File: config.mk
export PLATFORM = sky130hd
export DESIGN_NAME = mfc_serial_flat
export DESIGN_NICKNAME = d
export VERILOG_FILES = /design/src/rtl/mfc_pkg.sv /design/src/rtl/mfc_serial_if.sv /design/src/rtl/mfc_scan_step.sv /design/src/rtl/mfc_serial.sv /design/src/flat_wrapper.sv
export SDC_FILE = /design/constraint.sdc
export NUM_CORES = 1
export LEC_CHECK = 0
export BUFFER_PORTS_ARGS = -buffer_cell sky130_fd_sc_hd__buf_2
export CAP_MARGIN = 0
export CORE_ASPECT_RATIO = 1.25
export CORE_MARGIN = 4
export CORE_UTILIZATION = 50
export DETAILED_ROUTE_END_ITERATION = 10
export GPL_TIMING_DRIVEN = 0
export PLACE_DENSITY = 0.75
export REMOVE_ABC_BUFFERS = 1
export SLEW_MARGIN = 20
export SYNTH_ARGS = -nofsm -noshare
export SYNTH_HDL_FRONTEND = slang
export SYNTH_SLANG_ARGS = --single-unit
export TNS_END_PERCENT = 20
File: constraint.sdc
create_clock -name clk -period 2 [get_ports clk]
set_input_delay 0.1 -clock clk [delete_from_list [all_inputs] [get_ports clk]]
set_output_delay 0.1 -clock clk [all_outputs]
set_load 0.005 [all_outputs]
File: src/rtl/mfc_pkg.sv
// Shared definitions for the mfc comparator family: operand width, state
// encoding and the result bundle common to serial and parallel variants.
package mfc_pkg;
  localparam int WIDTH = 16;
  localparam int DW    = $clog2(WIDTH);

  typedef enum logic [1:0] {
    IDLE = 2'd0,
    SCAN = 2'd1,
    DONE = 2'd2
  } mfc_state_e;

  typedef struct packed {
    logic          eq;
    logic          ae;
    logic          gt;
    logic [DW-1:0] d;
  } mfc_result_t;
endpackage

File: src/rtl/mfc_serial_if.sv
// Handshake and result bus between the operand-issue logic and mfc_serial.
interface mfc_serial_if #(
  parameter int WIDTH = 16,
  parameter int DW    = $clog2(WIDTH)
);
  logic             start;
  logic [WIDTH-1:0] a;
  logic [WIDTH-1:0] b;
  logic             busy;
  logic             done;
  logic             eq;
  logic             ae;
  logic             gt;
  logic [DW-1:0]    d;

  modport master (output start, a, b, input busy, done, eq, ae, gt, d);
  modport slave  (input start, a, b, output busy, done, eq, ae, gt, d);
endinterface

File: src/rtl/mfc_scan_step.sv
// One bit of the MSB-first scan: updates the saturating Hamming count and
// captures position/direction of the first (most significant) difference.
module mfc_scan_step #(
  parameter int DW = 4
) (
  input  logic          bita,
  input  logic          bitb,
  input  logic [DW-1:0] idx,
  input  logic [1:0]    hd,
  input  logic          found,
  input  logic [DW-1:0] dreg,
  input  logic          gtreg,
  output logic [1:0]    hd_n,
  output logic          found_n,
  output logic [DW-1:0] dreg_n,
  output logic          gtreg_n
);
  logic diff, first;

  assign diff    = bita ^ bitb;
  assign first   = diff & ~found;
  // hd only needs to distinguish 0, 1 and "2 or more"
  assign hd_n    = (diff && hd != 2'd2) ? hd + 2'd1 : hd;
  assign found_n = found | diff;
  assign dreg_n  = first ? idx : dreg;
  assign gtreg_n = first ? bita : gtreg;
endmodule

File: src/rtl/mfc_serial.sv
// Bit-serial comparator: latches A/B on start, scans MSB->LSB one bit per
// clock, then presents eq/ae/gt/d with a one-cycle done pulse.
module mfc_serial #(
  parameter int WIDTH = mfc_pkg::WIDTH,
  parameter int DW    = $clog2(WIDTH)
) (
  input  logic         clk,
  input  logic         rst,
  mfc_serial_if.slave  bus
);
  import mfc_pkg::*;

  localparam logic [1:0] S_IDLE = IDLE;
  localparam logic [1:0] S_SCAN = SCAN;
  localparam logic [1:0] S_DONE = DONE;

  logic [1:0]       state;
  logic [WIDTH-1:0] opa, opb;
  logic [DW-1:0]    idx, dreg, dreg_n, d_r;
  logic [1:0]       hd, hd_n;
  logic             found, found_n, gtreg, gtreg_n;
  logic             eq_r, ae_r, gt_r;

  mfc_scan_step #(.DW(DW)) u_step (
    .bita    (opa[idx]),
    .bitb    (opb[idx]),
    .idx     (idx),
    .hd      (hd),
    .found   (found),
    .dreg    (dreg),
    .gtreg   (gtreg),
    .hd_n    (hd_n),
    .found_n (found_n),
    .dreg_n  (dreg_n),
    .gtreg_n (gtreg_n)
  );

  always_ff @(posedge clk or posedge rst) begin
    if (rst) begin
      state <= S_IDLE;
      opa   <= '0;
      opb   <= '0;
      idx   <= '0;
      hd    <= '0;
      found <= 1'b0;
      dreg  <= '0;
      gtreg <= 1'b0;
      eq_r  <= 1'b0;
      ae_r  <= 1'b0;
      gt_r  <= 1'b0;
      d_r   <= '0;
    end else begin
      case (state)
        S_IDLE: if (bus.start) begin
          opa   <= bus.a;
          opb   <= bus.b;
          idx   <= DW'(WIDTH - 1);
          hd    <= '0;
          found <= 1'b0;
          dreg  <= '0;
          gtreg <= 1'b0;
          state <= S_SCAN;
        end
        S_SCAN: begin
          hd    <= hd_n;
          found <= found_n;
          dreg  <= dreg_n;
          gtreg <= gtreg_n;
          // always scan every bit: ae needs the full Hamming count
          if (idx == '0) begin
            eq_r  <= ~found_n;
            ae_r  <= (hd_n < 2'd2);
            gt_r  <= gtreg_n;
            d_r   <= found_n ? dreg_n : '0;
            state <= S_DONE;
          end else begin
            idx <= idx - 1'b1;
          end
        end
        default: state <= S_IDLE;
      endcase
    end
  end

  assign bus.busy = (state != S_IDLE);
  assign bus.done = (state == S_DONE);
  assign bus.eq   = eq_r;
  assign bus.ae   = ae_r;
  assign bus.gt   = gt_r;
  assign bus.d    = d_r;
endmodule

File: src/flat_wrapper.sv
// flat-port wrapper written by rule: the top's interface ports become plain ports
module mfc_serial_flat import mfc_pkg::*;
#(
  parameter int WIDTH = mfc_pkg::WIDTH,
  parameter int DW    = $clog2(WIDTH)
)
  (clk, rst, bus_start, bus_a, bus_b, bus_busy, bus_done, bus_eq, bus_ae, bus_gt, bus_d);
  mfc_serial_if #(.WIDTH(WIDTH), .DW(DW)) bus_i ();
  input  logic clk;
  input  logic rst;
  input wire logic [$bits(bus_i.start)-1:0] bus_start;
  input wire logic [$bits(bus_i.a)-1:0] bus_a;
  input wire logic [$bits(bus_i.b)-1:0] bus_b;
  output wire logic [$bits(bus_i.busy)-1:0] bus_busy;
  output wire logic [$bits(bus_i.done)-1:0] bus_done;
  output wire logic [$bits(bus_i.eq)-1:0] bus_eq;
  output wire logic [$bits(bus_i.ae)-1:0] bus_ae;
  output wire logic [$bits(bus_i.gt)-1:0] bus_gt;
  output wire logic [$bits(bus_i.d)-1:0] bus_d;
  assign bus_i.start = bus_start;
  assign bus_i.a = bus_a;
  assign bus_i.b = bus_b;
  assign bus_busy = bus_i.busy;
  assign bus_done = bus_i.done;
  assign bus_eq = bus_i.eq;
  assign bus_ae = bus_i.ae;
  assign bus_gt = bus_i.gt;
  assign bus_d = bus_i.d;
  mfc_serial #(.WIDTH(WIDTH), .DW(DW)) u_core (.clk(clk), .rst(rst), .bus(bus_i));
endmodule
==> impl_metrics.csv, run 1 <==
group,metric,value,unit
route,detail_route.iter0.violations,86,
pwr,power.sequential.fraction,0.398,
worst_setup_path,critical_path_arrival,2.42,ns
pwr,vdd_ir_drop_max,0.902,mV
worst_setup_path,cp.required,2.18,ns
final_layout,antenna_cells_inserted,0,
worst_setup_path,critical_path.max_stage_delay,0.52,ns
route,routed_wirelength,5.46,mm
flow_run,maxCapViolations,0,
timing,worst_slack,-0.242,ns
clocking,cts-root-buf,"sky130_fd_sc_hd__clkbuf_8",
pwr,pwr-share-comb,0.477,
timing,grt_setup_unrepaired,"true",
floorplanning,initial_standard_cell_utilization_of_the_core,0.523,
synthesis,post_synth.cell_area_avg,9.47,µm²
placement,gp_congestion,0.786,
route,drc_violations,0,
clocking,cts_tree,"built",
pwr,power_frac_clock,0.124,
worst_setup_path,worst-path-buf-inv,1,
final_layout,final_core_util,0.678,
status,failing_checks,"setup timing",
clocking,max-clock-path-buffers,2,
floorplanning,fp.dieArea,6180,µm²
status,run_status,"complete, but fails checks",
pwr,p_int,2.98,mW
route,vias_per_cell,5.06,
pwr,power.leakage,1.67,nW
timing,period_minus_slack,2.24,ns
worst_setup_path,worstPathMaxFanout,8,
global_routing,global_route_wire_length_before_repair,9.28,mm
synthesis,synth.ff_latch_count,53,
worst_setup_path,worstSetupStartpointType,"flop",
route,detailedRoute.firstPassIterationCount,4,
worst_setup_path,cp_cell_sequence,"buf_8, mux4_2, a22oi_2, nand3_2, xor2_4, nand2_2, mux2i_1",
placement,dp_worst_setup_slack,-0.680,ns
global_routing,global_route.overflow_total,0,
pwr,switching_share,0.378,
final_layout,final_nets,374,
clocking,worst_skew_pair_later_pin_latency,0.29,ns
final_layout,post_synthesis_to_final_layout_area_growth,29.7,%
route,wirelength_met1,2.23,mm
worst_setup_path,timing_worst_setup_path_type,"reg -> reg",
clocking,cts_buffers,5,
synthesis,post_synth_inst_count,263,
synthesis,yosysWarnings,0,
timing,timing.hold.ws,0.00511,ns
placement,post-dp-hpwl,3.25,mm
route,met3_length,237,µm
synthesis,mappedNetlistArea,2490,µm²
worst_setup_path,crit_family,"multiplexers",
timing,timing.fmax,446,MHz
floorplanning,die_y,86.9,µm
floorplanning,boundaryPins,44,
pwr,total_power,4.79,mW
timing,report.final.setup_viol,13,
global_routing,grt_pass1_vias,2031,
floorplanning,floorplan.die.width,71.1,µm
pwr,power.density,1480,nW/µm²
clocking,worst_setup_hold_path_clk_slew,0.09,ns
route,route.vias.total,2008,
timing,slew_violations,0,
timing,finalHoldViolations,0,
clocking,cts.sinks,53,
global_routing,global_route.usage.total,0.189,
route,detail_route.wl_per_cell,13.8,µm
route,route.met2.wl,2.94,mm
synthesis,synth.distinct_cells,33,
worst_hold_path,min_path_type,"in -> reg",
timing,finalCritPeriodShare,1.12,
floorplanning,core_area,4760,µm²
route,dr.max_layer_used,"met4",
timing,slew_headroom,0.485,
global_routing,antenna_found_initial,0,
timing,timing.clock.skew,0.00714,ns
timing,tightest_slew,0.769,ns
worst_setup_path,end_kind,"flop",
global_routing,grt_max_degree,43,
route,drtAntennaViolNets,0,
worst_setup_path,cpMaxStageDelayCell,"sky130_fd_sc_hd__mux4_2",
floorplanning,placementRows,28,
pwr,net-switching-power,1.81,mW
synthesis,synth-seq-area-share,0.533,
clocking,cts-htree-levels,2,
final_layout,drive_above_1_share,0.243,
placement,buffer_ports.inserted,43,
## timing repair
item / in CTS / in global routing
resized for setup: 10 / 4
pin swaps: 6 / 5
hold buffers: 26 / 2
endpoints found under the hold margin: 49 / 2
endpoints found under the setup margin: 16 / 12
buffers inserted: 5 / 2
cloned: 1 / 0
## cells in the final DEF (no fill, tap or decap), drive strengths merged, types with 2 or more instances in the layout
cell type    synthesis  final
a21oi               10     10
a22oi                2      2
buf                  2     51
clkbuf              11      7
dfrtp               53     53
dlygate4sd3          0     28
ha                   2      2
inv                  8      8
mux2i                6      6
mux4                 8      8
nand2              120    120
nand2b               2      2
nand3                7      7
nand3b               2      2
nor2                12     12
nor2b                4      4
o21ai                2      2
xnor2                2      2
## metal layers
layer | vias up | global-route usage
li1 | 993 | -
met5 | - | 0
met3 | 8 | 0.0393
met4 | 0 | 0.0462
met1 | 951 | 0.225
met2 | 56 | 0.346
## cell families (layout without fill, tap and decap cells)
kind of cell | after synthesis | in the layout | synth area share
compound gates | 17 | 17 | 0.0442
xor+xnor | 3 | 3 | 0.0181
mux | 14 | 14 | 0.101
buf+inv | 21 | 95 | 0.0352
fa+ha+maj | 2 | 2 | 0.0100
simple gates | 153 | 153 | 0.259
flops | 53 | 53 | 0.533
## cell type report
cell class	instances	area [µm²]
sequential	53	1330
fill	398	1540
tap	60	75.1
inverter	8	30.0
clock buffer	7	86.3
multi-input combinational	189	1100
timing repair buffer	80	608
## sequential cells by signal, summed over array words and instances, names as in the netlist
signal / count
u_core.bus.gt: 1
u_core.bus.ae: 1
u_core.gtreg: 1
u_core.hd: 2
u_core.bus.eq: 1
u_core.bus.d: 4
u_core.opb: 16
u_core.state: 2
u_core.idx: 4
u_core.dreg: 4
u_core.opa: 16
u_core.found: 1
## Yosys cell counts
master | count | share of area
sky130_fd_sc_hd__mux4_2 | 5 | 0.045
sky130_fd_sc_hd__nor2_1 | 12 | 0.018
sky130_fd_sc_hd__nand2_2 | 1 | 0.0025
sky130_fd_sc_hd__and3_1 | 1 | 0.0025
sky130_fd_sc_hd__nor4_1 | 1 | 0.0025
sky130_fd_sc_hd__clkbuf_1 | 11 | 0.017
sky130_fd_sc_hd__nand2_1 | 118 | 0.18
sky130_fd_sc_hd__dfrtp_1 | 53 | 0.53
sky130_fd_sc_hd__nand3_2 | 2 | 0.0080
sky130_fd_sc_hd__o21ai_0 | 2 | 0.0040
sky130_fd_sc_hd__xor2_4 | 1 | 0.011
sky130_fd_sc_hd__nand4_1 | 1 | 0.0025
sky130_fd_sc_hd__xnor2_1 | 2 | 0.0070
sky130_fd_sc_hd__ha_1 | 2 | 0.010
sky130_fd_sc_hd__mux4_1 | 3 | 0.032
sky130_fd_sc_hd__nand3_1 | 5 | 0.010
sky130_fd_sc_hd__inv_1 | 8 | 0.012
sky130_fd_sc_hd__buf_2 | 1 | 0.0020
sky130_fd_sc_hd__a21oi_1 | 10 | 0.020
sky130_fd_sc_hd__nand4b_1 | 1 | 0.0035
sky130_fd_sc_hd__and2_1 | 1 | 0.0025
sky130_fd_sc_hd__nand3b_1 | 2 | 0.0060
sky130_fd_sc_hd__a22oi_1 | 1 | 0.0030
sky130_fd_sc_hd__nor2b_1 | 4 | 0.010
sky130_fd_sc_hd__o31ai_1 | 1 | 0.0030
sky130_fd_sc_hd__mux2i_1 | 6 | 0.024
sky130_fd_sc_hd__nand2b_1 | 2 | 0.0050
sky130_fd_sc_hd__a31oi_1 | 1 | 0.0025
sky130_fd_sc_hd__buf_6 | 1 | 0.0045
sky130_fd_sc_hd__o311ai_2 | 1 | 0.0065
sky130_fd_sc_hd__nand2_4 | 1 | 0.0045
sky130_fd_sc_hd__a22oi_2 | 1 | 0.0050
sky130_fd_sc_hd__nor3b_1 | 1 | 0.0030
## per-stage QoR
stage	TNS (ns)	area (µm²)	cells
floorplan	-2.69	2430	250
global placement	-9.13	2720	353
detailed placement	-8.18	2750	354
CTS	-1.43	3190	393
global route	-3.54	3230	397
finish	-2.55	3230	397
## worst register-to-register path, stage by stage, from the launching register on
cell	delay, ns
sky130_fd_sc_hd__dfrtp_4	0.49
sky130_fd_sc_hd__buf_8	0.15
sky130_fd_sc_hd__mux4_2	0.53
sky130_fd_sc_hd__a22oi_2	0.19
sky130_fd_sc_hd__nand3_2	0.18
sky130_fd_sc_hd__xor2_4	0.34
sky130_fd_sc_hd__nand2_2	0.12
sky130_fd_sc_hd__mux2i_1	0.14
## power groups by stage
stage          Combinational (mW)  Sequential [mW]  Clock [mW]
2_1_floorplan                1.43             1.84           0
3_3_place_gp                 1.74             1.92           0
3_5_place_dp                 1.81             1.94           0
4_1_cts                      2.18             1.90       0.607
5_1_grt                      2.50             1.97       0.656
6_report                     2.28             1.91       0.595
## path summary, 6_finish.rpt
path                                  from               to  slack, ns  depth (start not counted)
hold / removal                    bus_a[7]    u_core.opa[7]      0.005                          3
hold reg to reg            u_core.bus.d[2]  u_core.bus.d[2]       0.47                          2
max in group asynchronous              rst    u_core.opa[3]       1.06                          4
setup reg to reg             u_core.idx[0]     u_core.hd[1]      -0.24                          7
min in group asynchronous              rst     u_core.hd[0]       0.40                          3
setup / recovery             u_core.idx[0]     u_core.hd[1]      -0.24                          7
Power figures use the tool's default switching activity.
==> run 2, diff against run 1 <==
Settings changed: CORE_MARGIN 4 to 2, GPL_TIMING_DRIVEN 0 to default.
==> run 2 against run 1 <==
The flow still finishes with violations (setup timing). Total power is 2.4% higher. Utilization is 1.4 points higher. Combinational power is 5% higher. Cell area is 2.0% higher. Wire length is 0.35% lower. First-iteration DRC count is 26% lower. Clock-buffer cell count stayed put. Critical endpoint is now u_core.bus.ae. Largest cell class unchanged.
==> impl_metrics.csv, run 2 (synthesis gave the netlist of run 1 again) <==
group,metric,value,unit
worst_hold_path,worst_hold_path.num_cells,3,
worst_setup_path,ff2ff_path_depth,7,
final_layout,nFillCells,388,
route,route.vias.total,2046,
timing,report.final.setup_viol,10,
global_routing,global_route.usage.total,0.223,
status,failing_checks,"setup timing",
floorplanning,initial_standard_cell_utilization_of_the_core,0.523,
final_layout,drive_above_1_share,0.256,
final_layout,antenna_cells_inserted,0,
final_layout,mostFrequentLayoutCells,"sky130_fd_sc_hd__nand2_1 (117), sky130_fd_sc_hd__dfrtp_1 (52), sky130_fd_sc_hd__buf_2 (43)",
placement,dp_worst_setup_slack,-0.192,ns
worst_hold_path,min_path_type,"in -> reg",
clocking,cts.sinks,53,
global_routing,global_route_wire_length_before_repair,9.47,mm
timing,slew_violations,0,
floorplanning,floorplan.die.width,67.1,µm
floorplanning,core_area,4760,µm²
pwr,vdd_ir_drop_max,0.884,mV
flow_run,maxCapViolations,0,
route,vias_per_cell,5.03,
timing,timing.hold.ws,0.00574,ns
worst_setup_path,regToRegSetupSlack,-0.13,ns
clocking,cts-root-buf,"sky130_fd_sc_hd__clkbuf_8",
global_routing,antenna_found_initial,0,
final_layout,layout_commonest_cell,"sky130_fd_sc_hd__nand2_1",
floorplanning,placementRows,28,
worst_setup_path,cp.required,2.21,ns
pwr,power.density,1490,nW/µm²
worst_setup_path,timing_worst_setup_path_type,"reg -> reg",
timing,period_minus_slack,2.13,ns
worst_hold_path,worstHoldStart,"bus_a[4]",
timing,timing.clock.skew,0.00508,ns
route,detail_route.iter0.violations,64,
route,routed_wirelength,5.45,mm
worst_setup_path,reg_to_reg_startpoint,"u_core.idx[0]",
final_layout,multi_input_area,1100,µm²
floorplanning,die_y,82.9,µm
floorplanning,fp.dieArea,5560,µm²
route,drtAntennaViolNets,0,
placement,buffer_ports.inserted,43,
worst_setup_path,critical_path_arrival,2.33,ns
final_layout,post_synthesis_to_final_layout_area_growth,32.3,%
clocking,worst_skew_pair_later_pin_latency,0.30,ns
placement,gp_congestion,0.829,
clocking,cts_buffers,5,
placement,post-dp-hpwl,3.54,mm
pwr,power.leakage,1.71,nW
clocking,cts_tree,"built",
floorplanning,boundaryPins,44,
timing,slew_headroom,0.592,
worst_hold_path,hold_path_end,"u_core.opa[4]",
worst_setup_path,worstSetupStartpointType,"flop",
global_routing,global_route.overflow_total,0,
final_layout,final_nets,384,
timing,worst_slack,-0.126,ns
global_routing,grt_max_degree,43,
route,detailedRoute.firstPassIterationCount,4,
worst_setup_path,end_kind,"flop",
timing,grt_setup_unrepaired,"true",
clocking,cts-htree-levels,2,
route,drc_violations,0,
timing,tightest_slew,0.611,ns
worst_setup_path,critical_path.reg2reg.endpoint,"u_core.bus.ae",
timing,finalHoldViolations,0,
timing,finalCritPeriodShare,1.06,
global_routing,grt_pass1_vias,2104,
final_layout,reg.largest.list,"u_core.opa: 16 flops, u_core.opb: 16 flops",
clocking,max-clock-path-buffers,2,
worst_setup_path,worstPathMaxFanout,8,
route,detail_route.wl_per_cell,13.4,µm
timing,timing.fmax,470,MHz
clocking,worst_setup_hold_path_clk_slew,0.09,ns
status,run_status,"complete, but fails checks",
final_layout,sequential_area,1330,µm²
[run 2: cell count changes in the layout (fill, tap and decap cells not counted), sizes merged]
| cell | previous run | this run |
|---|---|---|
| bufbuf | 1 | 0 |
| buf | 51 | 61 |
| dlygate4sd3 | 28 | 29 |
[run 2: worst max path at each step]
stage / start / endpoint / slack, ns
6_report: u_core.idx[0] / u_core.bus.ae / -0.13
4_1_cts: u_core.idx[0] / u_core.bus.ae / -0.09
2_1_floorplan: u_core.idx[0] / u_core.dreg[0] / -0.27
5_1_grt: u_core.idx[0] / u_core.found / -0.21
3_3_place_gp: u_core.idx[0] / u_core.bus.ae / -0.12
3_5_place_dp: u_core.idx[0] / u_core.bus.ae / -0.19
[run 2: power breakdown]
part           leakage [nW]  internal (mW)  switching [mW]  total, mW
Sequential            0.644           1.55           0.362       1.92
Combinational          1.02           1.22            1.17       2.40
Clock                0.0443          0.275           0.314      0.589
Total                  1.71           3.05            1.85       4.90
[run 2: through the flow]
stage               cells  TNS, ns  power (mW)  instance area, µm²   util
CTS                   403   -0.585        4.74                3250  0.682
detailed placement    366    -1.60        4.01                2850  0.597
floorplan             250    -2.69        3.27                2430      -
finish                407   -0.825        4.90                3290  0.691
global route          407    -1.80        5.29                3290  0.691
global placement      366   -0.915        3.92                2850  0.597
[run 2: critical path: stages (launching register included)]
cell and delay, ns:
sky130_fd_sc_hd__dfrtp_2 0.41, sky130_fd_sc_hd__buf_4 0.12, sky130_fd_sc_hd__mux4_2 0.50, sky130_fd_sc_hd__a22oi_2 0.19
sky130_fd_sc_hd__nand3_2 0.16, sky130_fd_sc_hd__xor2_4 0.34, sky130_fd_sc_hd__nand4b_1 0.21, sky130_fd_sc_hd__o311ai_4 0.10
[run 2: cell type report]
class | count | area share
Sequential cell | 53 | 0.403
Multi-Input combinational cell | 189 | 0.335
Timing Repair Buffer | 90 | 0.204
Clock buffer | 7 | 0.0262
Tap cell | 60 | 0.0228
Inverter | 8 | 0.00912
[run 2: repair_timing]
item	CTS	global route
pin swaps	4	8
buffers inserted	1	4
resized for setup	7	7
endpoints found under the setup margin	13	13
hold buffers	29	0
endpoints found under the hold margin	39	0
[run 2: per-layer routing]
layer | GRT usage | part of all wire | up-vias
met2 | 0.380 | 0.53 | 56
li1 | - | - | 1017
met1 | 0.281 | 0.41 | 961
met3 | 0.0434 | 0.039 | 12
met4 | 0.0705 | 0.023 | 0
met5 | 0 | 0 | -
